[config.mk]
export PLATFORM = sky130hd
export DESIGN_NAME = seg7_scan_ctrl
export DESIGN_NICKNAME = d
export VERILOG_FILES = /design/src/rtl/seg7_pkg.sv /design/src/rtl/seg7_hex_decode.sv /design/src/rtl/seg7_scan_ctrl.sv
export SDC_FILE = /design/constraint.sdc
export NUM_CORES = 1
export LEC_CHECK = 0
export ABC_CLOCK_PERIOD_IN_PS = 3300
export CAP_MARGIN = 20
export CORE_UTILIZATION = 42
export CTS_BUF_LIST = sky130_fd_sc_hd__clkbuf_8
export CTS_CLUSTER_SIZE = 10
export DETAILED_ROUTE_END_ITERATION = 7
export GPL_ROUTABILITY_DRIVEN = 1
export HOLD_SLACK_MARGIN = 0.06
export SYNTH_ARGS = -nofsm -noshare
export SYNTH_HDL_FRONTEND = slang
export SYNTH_SLANG_ARGS = --single-unit
export TNS_END_PERCENT = 100
[constraint.sdc]
create_clock -name clk -period 3.3 [get_ports clk]
set_input_delay 0.33 -clock clk [delete_from_list [all_inputs] [get_ports clk]]
set_output_delay 0.33 -clock clk [all_outputs]
set_load 0.01 [all_outputs]
[src/rtl/seg7_pkg.sv]
// Shared types and constants for the seven-segment scan controller.
// Latency: n/a (declarations only).
// Backpressure: n/a.
package seg7_pkg;

  // Scan sequencer states: dark, driving a digit, inter-digit dead time
  typedef enum logic [1:0] {
    OFF  = 2'd0,
    SHOW = 2'd1,
    GAP  = 2'd2
  } scan_state_t;

  // Hex font, segment order {a,b,c,d,e,f,g}, active-high; index is the nibble
  localparam logic [6:0] HEX_FONT [16] = '{
    7'b1111110, 7'b0110000, 7'b1101101, 7'b1111001,
    7'b0110011, 7'b1011011, 7'b1011111, 7'b1110000,
    7'b1111111, 7'b1111011, 7'b1110111, 7'b0011111,
    7'b1001110, 7'b0111101, 7'b1001111, 7'b1000111
  };

endpackage

[src/rtl/seg7_hex_decode.sv]
// Nibble to seven-segment glyph lookup.
// Latency: combinational.
// Backpressure: none.
module seg7_hex_decode
  import seg7_pkg::*;
(
  input  logic [3:0] nib,
  output logic [6:0] seg
);

  // Straight table lookup into the shared font
  always_comb begin
    seg = HEX_FONT[nib];
  end

endmodule

[src/rtl/seg7_scan_ctrl.sv]
// Time-multiplexed NDIG-digit seven-segment scanner with frame-aligned double buffer.
// Latency: seg/an/frame_done registered, one cycle after their cause; updates show within one frame + 1.
// Backpressure: upd_ready drops while an accepted update waits for the next frame boundary.
module seg7_scan_ctrl
  import seg7_pkg::*;
#(
  parameter int NDIG     = 4,
  parameter int TICK_DIV = 1000,
  parameter int GAP_CYC  = 16
) (
  input  logic              clk,
  input  logic              rst_n,
  input  logic              en,
  input  logic              blank_lz,
  input  logic              upd_valid,
  input  logic [4*NDIG-1:0] upd_data,
  output logic              upd_ready,
  output logic [6:0]        seg,
  output logic [NDIG-1:0]   an,
  output logic              frame_done
);

  localparam int CNT_W = $clog2(TICK_DIV);
  localparam int IDX_W = $clog2(NDIG);
  localparam logic [CNT_W-1:0] SHOW_LAST = CNT_W'(TICK_DIV - GAP_CYC - 1);
  localparam logic [CNT_W-1:0] SLOT_LAST = CNT_W'(TICK_DIV - 1);
  localparam logic [IDX_W-1:0] DIG_LAST  = IDX_W'(NDIG - 1);

  scan_state_t       state;
  logic [CNT_W-1:0]  cnt;
  logic [IDX_W-1:0]  dig_idx;
  logic [4*NDIG-1:0] disp_buf;
  logic [4*NDIG-1:0] pend_buf;
  logic              pend_vld;

  logic [3:0]        cur_nib;
  logic [6:0]        font_seg;
  logic [NDIG-1:0]   zero_from;   // bit k: nibbles k..NDIG-1 of disp_buf are all zero
  logic [NDIG-1:0]   cur_onehot;
  logic              cur_blank;
  logic              xfer;
  logic              frame_end;
  logic              swap;

  seg7_hex_decode u_dec (
    .nib (cur_nib),
    .seg (font_seg)
  );

  // Select the active digit's nibble and work out leading-zero blanking
  always_comb begin
    cur_nib    = disp_buf[{dig_idx, 2'b00} +: 4];
    cur_onehot = {{(NDIG-1){1'b0}}, 1'b1} << dig_idx;
    zero_from  = '0;
    for (int k = 0; k < NDIG; k++) begin
      zero_from[k] = ((disp_buf >> (4 * k)) == '0);
    end
    cur_blank = blank_lz && (dig_idx != '0) && zero_from[dig_idx];
  end

  // Handshake and swap qualifiers; swaps happen on the last gap cycle of the
  // last digit, or straight away while the display is off
  always_comb begin
    xfer      = upd_valid && upd_ready;
    frame_end = en && (state == GAP) && (cnt == SLOT_LAST) && (dig_idx == DIG_LAST);
    swap      = pend_vld && (frame_end || (state == OFF));
  end

  // Double buffer: capture offered values, promote them at frame boundaries
  always_ff @(posedge clk or negedge rst_n) begin
    if (!rst_n) begin
      pend_buf  <= '0;
      pend_vld  <= 1'b0;
      disp_buf  <= '0;
      upd_ready <= 1'b1;
    end else begin
      if (xfer) begin
        pend_buf  <= upd_data;
        pend_vld  <= 1'b1;
        upd_ready <= 1'b0;
      end else if (swap) begin
        disp_buf  <= pend_buf;
        pend_vld  <= 1'b0;
        upd_ready <= 1'b1;
      end
    end
  end

  // Scan sequencer with registered digit, segment and frame outputs
  always_ff @(posedge clk or negedge rst_n) begin
    if (!rst_n) begin
      state      <= OFF;
      cnt        <= '0;
      dig_idx    <= '0;
      an         <= '0;
      seg        <= '0;
      frame_done <= 1'b0;
    end else begin
      an         <= '0;
      seg        <= '0;
      frame_done <= 1'b0;
      if (!en) begin
        state   <= OFF;
        cnt     <= '0;
        dig_idx <= '0;
      end else begin
        case (state)
          OFF: begin
            state   <= SHOW;
            cnt     <= '0;
            dig_idx <= '0;
          end
          SHOW: begin
            an  <= cur_onehot;
            seg <= cur_blank ? 7'b0 : font_seg;
            cnt <= cnt + 1'b1;
            if (cnt == SHOW_LAST) state <= GAP;
          end
          GAP: begin
            if (cnt == SLOT_LAST) begin
              cnt        <= '0;
              state      <= SHOW;
              dig_idx    <= (dig_idx == DIG_LAST) ? '0 : dig_idx + 1'b1;
              frame_done <= frame_end;
            end else begin
              cnt <= cnt + 1'b1;
            end
          end
          default: state <= OFF;
        endcase
      end
    end
  end

endmodule
==> results of run 1 <==
==> final timing paths <==
kind / slack (ns) / cells after the start / from / to
worst max-delay path: 0.77 / 8 / dig_idx[0]$_DFFE_PN0P_ / seg[6]$_DFF_PN0_
worst min-delay path: 0.13 / 1 / rst_n / state[1]$_DFFE_PN0P_
worst max register to register: 0.77 / 8 / dig_idx[0]$_DFFE_PN0P_ / seg[6]$_DFF_PN0_
worst min register to register: 0.49 / 1 / pend_buf[0]$_DFFE_PN0P_ / disp_buf[0]$_DFFE_PN0P_
max in group asynchronous: 2.43 / 2 / rst_n / upd_ready$_DFFE_PN1P_
min in group clk: 0.49 / 1 / pend_buf[0]$_DFFE_PN0P_ / disp_buf[0]$_DFFE_PN0P_
==> Yosys cell counts (7+ instances only) <==
| cell | n |
|---|---|
| mux2_4 | 10 |
| mux2_2 | 23 |
| and3_1 | 7 |
| ha_1 | 15 |
| nor2_1 | 13 |
| a21oi_1 | 12 |
| o21ai_0 | 11 |
| inv_1 | 10 |
| dfrtp_1 | 59 |
| nand2_1 | 15 |
==> power by group <==
part           switching, mW  leakage [nW]  total [mW]  internal, mW
Sequential             0.182         0.772        1.15         0.969
Clock                  0.302         0.105       0.746         0.444
Combinational          0.381         0.780       0.872         0.491
==> worst reg2reg max path, stage by stage (launching register included) <==
cell and delay, ns:
dfrtp_1 0.48, mux2_2 0.37, o21ai_0 0.57, inv_1 0.20, ha_1 0.28, nand3b_1 0.16, o311ai_0 0.10, o21ai_0 0.14
a21oi_1 0.15
==> sequential cells by signal, indices dropped and copies added (netlist names) <==
signal,flops
cnt,10
disp_buf,16
pend_vld,1
pend_buf,16
dig_idx,2
state,2
an,4
upd_ready,1
seg,7
frame_done,1
==> layout make-up <==
cell class | count | share of cell area, %
multi-input cells | 181 | 40.0
repair buffers | 39 | 9.85
well taps | 96 | 3.20
clock buffers | 10 | 3.66
inverters | 10 | 0.999
flip-flops and latches | 60 | 40.0
clock inverters | 6 | 2.33
==> routing by layer <==
metal  wire [um]  vias up
met4         110        0
met3         163        9
met5           0        -
met2        2520       37
met1        2950      989
li1            -     1041
==> per-stage QoR <==
step / power [mW] / cell area, um2
2_1_floorplan: 1.78 / 3090
3_3_place_gp: 2.03 / 3530
3_5_place_dp: 2.04 / 3530
4_1_cts: 2.80 / 3760
5_1_grt: 2.95 / 3760
6_report: 2.77 / 3760
==> cells by family after synthesis <==
family	share of synthesized area [%]
simple gates	13.5
flops	48.6
compound gates	10.5
mux	17.4
buf+inv	2.87
fa+ha+maj	6.07
xor+xnor	1.13
==> run_results.csv, run 1 <==
group,metric,value,unit
critical_path,cp-end-kind,"flip-flop",
layout,diodes,0,
timing,hold_violations,0,
global_route,use_met3,3.11,%
detailed_routing,first_pass_iters,4,
layout,n_fill_cell,610,
clock_tree,clk_path_buf_depth,2,
timing,fin_setup_tns,0,ns
detailed_routing,wl_per_cell,14.3,um
power_and_ir_drop,ir_drop,0.000399,V
floorplan,die_area,0.00771,mm2
critical_path,crit_type,"reg -> reg",
yosys,yosysUniqueCellTypes,52,
placed_design,io_buffers,33,
timing,min_period,2.53,ns
hold_path,holdCritPathClass,"in -> async",
yosys,syn_inst,261,
yosys,yosysSeqAreaShare,48.6,%
critical_path,cp_max_fo,6,
critical_path,arrival,2.79,ns
floorplan,core_area,0.00694,mm2
floorplan,rows,30,
yosys,synth_top_area_cell,"dfrtp_1",
layout,final_core_util,54.1,%
detailed_routing,via_count,2076,
floorplan,die_h,87.8,um
placed_design,place_congestion,0.805,
power_and_ir_drop,powerDensity,737,mW/mm2
timing,period_share,76.7,%
clock_tree,post-cts-setup-buffers,0,
clock_tree,h-tree-depth,3,
layout,seq_area,0.00150,mm2
layout,final_cell_mix,"59 x dfrtp_1, 32 x clkdlybuf4s50_1, 23 x mux2_2",
clock_tree,post_cts_resized,0,
clock_tree,clk_pin_slew,0.07,ns
timing,rsz0062_at_grt,"false",
layout,layout_commonest_cell,"dfrtp_1",
global_route,top_usage_layer,"met1",
clock_tree,insertion_delay,0.34,ns
critical_path,cp_num_buf_inv,1,
yosys,syn_nets,297,
detailed_routing,viasPerCell,5.16,
timing,worstMarginPinSlew,0.931,ns
layout,layout-drive-gt1-share,21.2,%
critical_path,cp_top_family,"compound AO/OA/AOI/OAI gates",
outcome,status,"finished, final reports clean",
yosys,async_reset_ff_share,100,%
global_route,gr-usage-all-layers,17.0,%
timing,finalSetupViolCount,0,
timing,maxSlewViolCount,0,
global_route,grt_util_met1,24.4,%
global_route,grt_pass1_vias,1992,
global_route,use_met2,24.2,%
timing,max_freq,395,MHz
placed_design,hpwl,4050,um
detailed_routing,drt-initial-drc-count,116,
placed_design,dpl_worst_slack,0.768,ns
clock_tree,holdBufCountCts,0,
critical_path,crit_slowest_cell,"o21ai_0",
clock_tree,cts.sinks,60,
clock_tree,cts-root-buf,"clkbuf_8",
yosys,synthDominantCellAreaShare,47.7,%
yosys,synth_enable_flop_cells,0,
layout,layout.nets,337,
floorplan,pin_count,34,
layout,final_cells,402,
detailed_routing,drc,0,
detailed_routing,wl,5750,um
yosys,synthFlopType,"dfrtp_1",
global_route,grt_pass1_wl,9870,um
power_and_ir_drop,leakagePower,1.66,nW
critical_path,crit_chain,"mux2_2 -> o21ai_0 -> inv_1 -> ha_1 -> nand3b_1 -> o311ai_0 -> o21ai_0 -> a21oi_1",
critical_path,required,3.56,ns
global_route,antenna_found_initial,0,
yosys,avgSynthCellArea,11.9,um2
floorplan,start_util,44.6,%
clock_tree,cts_tree,"built",
floorplan,die-width,87.8,um
global_route,grt_overflow_total,0,
layout,area_growth,21.5,%
yosys,synth_area_leaders,"dfrtp_1 48%, mux2_2 8.4%, ha_1 6.1%, mux2_4 4.9%, a21oi_1 1.9%",
yosys,ys_seq_elements,60,
yosys,yosysWarnings,0,
timing,skew,0.00703,ns
timing,holdWs,0.125,ns
critical_path,cpMostUsedCell,"o21ai_0",
run,drv_cap,0,
detailed_routing,ant_nets,0,
critical_path,cpPeakStageDelay,0.57,ns
critical_path,start_kind,"flip-flop",
yosys,synth.cell_area,0.00309,mm2
placed_design,dp_cells,386,
timing,layout_setup_ws,0.768,ns
timing,slew_headroom,37.9,%
layout,multiInputGateArea,0.00150,mm2
global_route,grt_max_degree,43,
clock_tree,cts-buffers-inserted,9,
Power figures use the tool's default switching activity.
==> inputs of run 2 (changes only) <==
ABC_CLOCK_PERIOD_IN_PS = 2100   (was 3300)
clock period = 2.1 ns   (was 3.3 ns; I/O delays follow)
==> run_results.csv, run 2 (synthesis results as in run 1) <==
group,metric,value,unit
global_route,gr-usage-all-layers,17.6,%
layout,top_regs,"disp_buf (16), pend_buf (16), cnt (10)",
timing,finalSetupViolCount,0,
detailed_routing,wl_per_cell,14.5,um
timing,period_share,95.6,%
power_and_ir_drop,powerDensity,1080,mW/mm2
layout,postLayoutCellArea,0.00391,mm2
detailed_routing,via_count,2177,
clock_tree,insertion_delay,0.34,ns
clock_tree,cts-root-buf,"clkbuf_8",
layout,final_cell_mix,"58 x dfrtp_1, 32 x clkdlybuf4s50_1, 23 x mux2_2",
critical_path,arrival,2.25,ns
floorplan,die_area,0.00771,mm2
detailed_routing,drt-initial-drc-count,124,
floorplan,pin_count,34,
critical_path,cp-end-kind,"flip-flop",
critical_path,crit_slowest_cell,"mux4_2",
critical_path,start_kind,"flip-flop",
critical_path,r2r_cells,7,
clock_tree,h-tree-depth,3,
timing,maxSlewViolCount,0,
floorplan,die_h,87.8,um
global_route,grt_pass1_wl,10200,um
power_and_ir_drop,leakagePower,1.75,nW
global_route,grt_pass1_vias,2113,
global_route,antenna_found_initial,0,
critical_path,cp_max_fo,7,
timing,worstMarginPinSlew,0.568,ns
layout,diodes,0,
timing,hold_violations,0,
detailed_routing,drc,0,
timing,skew,0.00865,ns
clock_tree,cts.sinks,60,
placed_design,io_buffers,33,
floorplan,core_area,0.00694,mm2
floorplan,start_util,44.6,%
floorplan,rows,30,
clock_tree,cts_tree,"built",
timing,holdWs,0.400,ns
critical_path,crit_type,"reg -> reg",
global_route,grt_overflow_total,0,
detailed_routing,first_pass_iters,4,
critical_path,path_depth,7,
detailed_routing,viasPerCell,5.18,
placed_design,place_congestion,0.786,
outcome,status,"finished, final reports clean",
critical_path,required,2.34,ns
clock_tree,cts-buffers-inserted,9,
layout,area_growth,26.3,%
layout,layout.nets,355,
hold_path,holdCritPathClass,"in -> async",
layout,layout_commonest_cell,"dfrtp_1",
floorplan,die-width,87.8,um
clock_tree,clk_path_buf_depth,2,
power_and_ir_drop,ir_drop,0.000679,V
placed_design,place_area,0.00365,mm2
power_and_ir_drop,finalPower,4.22,mW
timing,max_freq,498,MHz
layout,layout-drive-gt1-share,26.5,%
timing,min_period,2.01,ns
timing,slew_headroom,61.6,%
run,drv_cap,0,
critical_path,crit_chain,"buf_4 -> mux4_2 -> inv_2 -> ha_1 -> nor2_1 -> a211oi_1 -> a311oi_1",
critical_path,cp_top_family,"multiplexers",
detailed_routing,ant_nets,0,
global_route,grt_max_degree,61,
placed_design,hpwl,4250,um
detailed_routing,wl,6080,um
critical_path,cp_num_buf_inv,2,
critical_path,cpPeakStageDelay,0.53,ns
clock_tree,clk_pin_slew,0.07,ns
## run 2: cell count changes in the layout (fill, tap and decap cells not counted), sizes merged
cell / before / now
buf: 7 / 24
bufinv: 2 / 0
inv: 10 / 11
clkinvlp: 3 / 1
clkinv: 1 / 5
dlygate4sd3: 0 / 1
clkbuf: 10 / 9
## run 2: path summary, 6_finish.rpt
| kind | start | slack, ns | end |
|---|---|---|---|
| max | dig_idx[0]$_DFFE_PN0P_ | 0.09 | seg[5]$_DFF_PN0_ |
| min | rst_n | 0.40 | state[1]$_DFFE_PN0P_ |
| max reg2reg | dig_idx[0]$_DFFE_PN0P_ | 0.09 | seg[5]$_DFF_PN0_ |
| min reg2reg | pend_buf[0]$_DFFE_PN0P_ | 0.50 | disp_buf[0]$_DFFE_PN0P_ |
| max in group asynchronous | rst_n | 1.39 | upd_ready$_DFFE_PN1P_ |
| min in group clk | upd_valid | 0.42 | upd_ready$_DFFE_PN1P_ |
## run 2: cell type report
class / count / area, um2
fillers: 596 / 3040
multi-input cells: 181 / 1530
flip-flops and latches: 60 / 1500
repair buffers: 57 / 546
clock buffers: 9 / 124
well taps: 96 / 120
clock inverters: 7 / 52.6
inverters: 10 / 37.5
## run 2: routing by layer
metal	wire, um	GRT usage (%)	up-vias
li1	-	-	1077
met1	3150	25.6	1056
met2	2650	24.8	35
met3	168	3.30	9
met4	115	8.94	0
met5	0	0	-
## run 2: per-stage QoR
| stage | util (%) | instances | setup slack (ns) | setup TNS (ns) |
|---|---|---|---|---|
| finish | 56.3 | 420 | 0.0924 | 0 |
| global route | 56.3 | 420 | -0.00936 | -0.00936 |
| CTS | 55.9 | 418 | 0.0711 | 0 |
| detailed placement | 52.6 | 399 | -0.0140 | -0.0544 |
| global placement | 52.6 | 399 | 0.00938 | 0 |
| floorplan | - | 261 | 0.0204 | 0 |
## run 2: what timing repair did
item                                   4_1_cts  5_1_grt
setup endpoints to repair                   11       22
hold buffers                                 1        0
endpoints found under the hold margin       59        0
resized for setup                            1        4
setup buffers                                2        2
pin swaps                                    0        1
## run 2: power by group
| group | switching, mW | total [mW] | internal [mW] |
|---|---|---|---|
| sequential | 0.293 | 1.81 | 1.52 |
| combinational | 0.631 | 1.48 | 0.850 |
| clock | 0.494 | 0.926 | 0.433 |
| total | 1.42 | 4.22 | 2.80 |
## run 2: worst register-to-register path: cells and delay by family, from the launching register on
kind	cells	cell delay, ns
adder cells (fa/ha/maj)	1	0.24
buffers and inverters	2	0.26
AND/OR/NAND/NOR	1	0.14
multiplexers	1	0.53
flip-flops	1	0.43
AO/OA/AOI/OAI	2	0.31
==> inputs of run 3 (changes only) <==
CORE_UTILIZATION = 53   (was 42)
PLACE_DENSITY = 0.79   (was unset)
REMOVE_ABC_BUFFERS = 1   (was unset)
==> run_results.csv, run 3 (synthesis results as in run 1) <==
group,metric,value,unit
outcome,status,"finished, final reports clean",
power_and_ir_drop,powerDensity,1140,mW/mm2
global_route,grt_overflow_total,0,
run,drv_cap,0,
layout,layout-drive-gt1-share,26.3,%
critical_path,arrival,2.26,ns
timing,hold_violations,0,
critical_path,start_kind,"flip-flop",
clock_tree,cts-root-buf,"clkbuf_8",
floorplan,die_h,78.4,um
floorplan,core_area,0.00557,mm2
global_route,gr-usage-all-layers,22.0,%
critical_path,cpPeakStageDelay,0.47,ns
layout,area_growth,25.6,%
critical_path,cp_top_family,"flip-flops",
power_and_ir_drop,ir_drop,0.000627,V
layout,top_regs,"disp_buf (16), pend_buf (16), cnt (10)",
placed_design,place_congestion,0.915,
clock_tree,cts_tree,"built",
critical_path,cp-end-kind,"flip-flop",
timing,layout_setup_ws,0.107,ns
power_and_ir_drop,swShare,31.5,%
timing,skew,0.00729,ns
detailed_routing,first_pass_iters,4,
critical_path,cpMostUsedCell,"o21ai_0",
critical_path,crit_chain,"buf_4 -> mux4_2 -> inv_2 -> ha_1 -> or3_1 -> o21ai_0 -> o21ai_0 -> a21oi_1",
clock_tree,cts.sinks,60,
placed_design,place_area,0.00359,mm2
detailed_routing,viasPerCell,5.63,
global_route,grt_pass1_vias,2121,
hold_path,holdCritPathClass,"in -> async",
detailed_routing,via_count,2223,
layout,layout.nets,354,
detailed_routing,wl,5930,um
critical_path,cp_max_fo,9,
global_route,antenna_found_initial,0,
floorplan,pin_count,34,
timing,finalSetupViolCount,0,
detailed_routing,wl_per_cell,15.0,um
timing,min_period,1.99,ns
placed_design,hpwl,4110,um
global_route,grt_pass1_wl,10200,um
clock_tree,cts-buffers-inserted,9,
floorplan,die-width,78.4,um
timing,max_freq,502,MHz
timing,worstMarginPinSlew,0.453,ns
power_and_ir_drop,seqPwrFrac,41.1,%
power_and_ir_drop,switching_power,1.40,mW
layout,diodes,0,
floorplan,rows,27,
floorplan,start_util,55.5,%
power_and_ir_drop,p_comb_share,32.6,%
layout,final_core_util,69.7,%
power_and_ir_drop,pwr-share-clk,26.3,%
layout,postLayoutCellArea,0.00389,mm2
critical_path,cp_num_buf_inv,2,
detailed_routing,drt-initial-drc-count,177,
layout,layout_commonest_cell,"dfrtp_1",
critical_path,crit_type,"reg -> reg",
timing,period_share,94.9,%
power_and_ir_drop,intPower,3.04,mW
critical_path,crit_slowest_cell,"dfrtp_1",
clock_tree,insertion_delay,0.35,ns
placed_design,io_buffers,33,
layout,final_cell_mix,"59 x dfrtp_1, 32 x clkdlybuf4s50_1, 23 x mux2_2",
timing,slew_headroom,69.4,%
clock_tree,h-tree-depth,3,
timing,maxSlewViolCount,0,
global_route,grt_max_degree,37,
power_and_ir_drop,finalPower,4.44,mW
critical_path,required,2.37,ns
power_and_ir_drop,leakagePower,1.74,nW
detailed_routing,ant_nets,0,
timing,fin_setup_tns,0,ns
detailed_routing,drc,0,
floorplan,die_area,0.00615,mm2
clock_tree,clk_path_buf_depth,2,
clock_tree,clk_pin_slew,0.07,ns
placed_design,dpl_worst_slack,0.00937,ns
run 3: area by class of cell:
type,instances,area [um2]
inverters,10,37.5
well taps,72,90.1
flip-flops and latches,60,1500
repair buffers,55,500
fillers,416,1690
clock buffers,10,138
clock inverters,6,87.6
multi-input cells,182,1530
run 3: power by group through the flow:
| stage | Sequential (mW) | Combinational [mW] | Clock, mW |
|---|---|---|---|
| 5_1_grt | 1.87 | 1.61 | 1.24 |
| 3_5_place_dp | 1.83 | 1.38 | 0 |
| 6_report | 1.82 | 1.45 | 1.17 |
| 3_3_place_gp | 1.81 | 1.35 | 0 |
| 4_1_cts | 1.81 | 1.41 | 1.19 |
| 2_1_floorplan | 1.75 | 1.03 | 0 |
run 3: per-stage QoR:
| stage | hold slack [ns] | instances |
|---|---|---|
| floorplan | -0.0856 | 251 |
| CTS | 0.406 | 392 |
| global placement | 0.242 | 374 |
| detailed placement | 0.236 | 374 |
| global route | 0.429 | 395 |
| finish | 0.390 | 395 |
run 3: layer usage:
layer  part of all wire, %  GRT usage, %  vias to the layer above  wire [um]
met5                     0             0                        -          0
met4                   1.8          11.5                        0        109
met3                   3.7          5.23                        9        218
met2                    47          32.0                       47       2810
met1                    47          30.5                     1099       2790
li1                      -             -                     1068          -
run 3: repair_timing:
action                                 4_1_cts  5_1_grt
setup endpoints to repair                    1       22
gates cloned                                 0        1
endpoints found under the hold margin       59        0
setup buffers                                1        2
pin swaps                                    0        1
gates resized for setup                      0        8
hold buffers                                 1        0
run 3: worst register-to-register path, delay by kind of cell (launching register included):
family | cells | cell delay [ns]
AOI/OAI and AO/OA | 3 | 0.31
DFF | 1 | 0.47
adders and majority gates | 1 | 0.22
muxes | 1 | 0.27
buffers and inverters | 2 | 0.28
and+or+nand+nor | 1 | 0.37
run 3: final timing paths:
check                                        from  cells after the start                       to  slack [ns]
min reg2reg                 upd_ready$_DFFE_PN1P_                      1    upd_ready$_DFFE_PN1P_        0.50
max reg2reg                dig_idx[1]$_DFFE_PN0P_                      8         seg[6]$_DFF_PN0_        0.11
min in group clk                        upd_valid                      2    upd_ready$_DFFE_PN1P_        0.43
max in group asynchronous                   rst_n                      3  disp_buf[7]$_DFFE_PN0P_        1.34
max                        dig_idx[1]$_DFFE_PN0P_                      8         seg[6]$_DFF_PN0_        0.11
min                                         rst_n                      3          an[1]$_DFF_PN0_        0.39
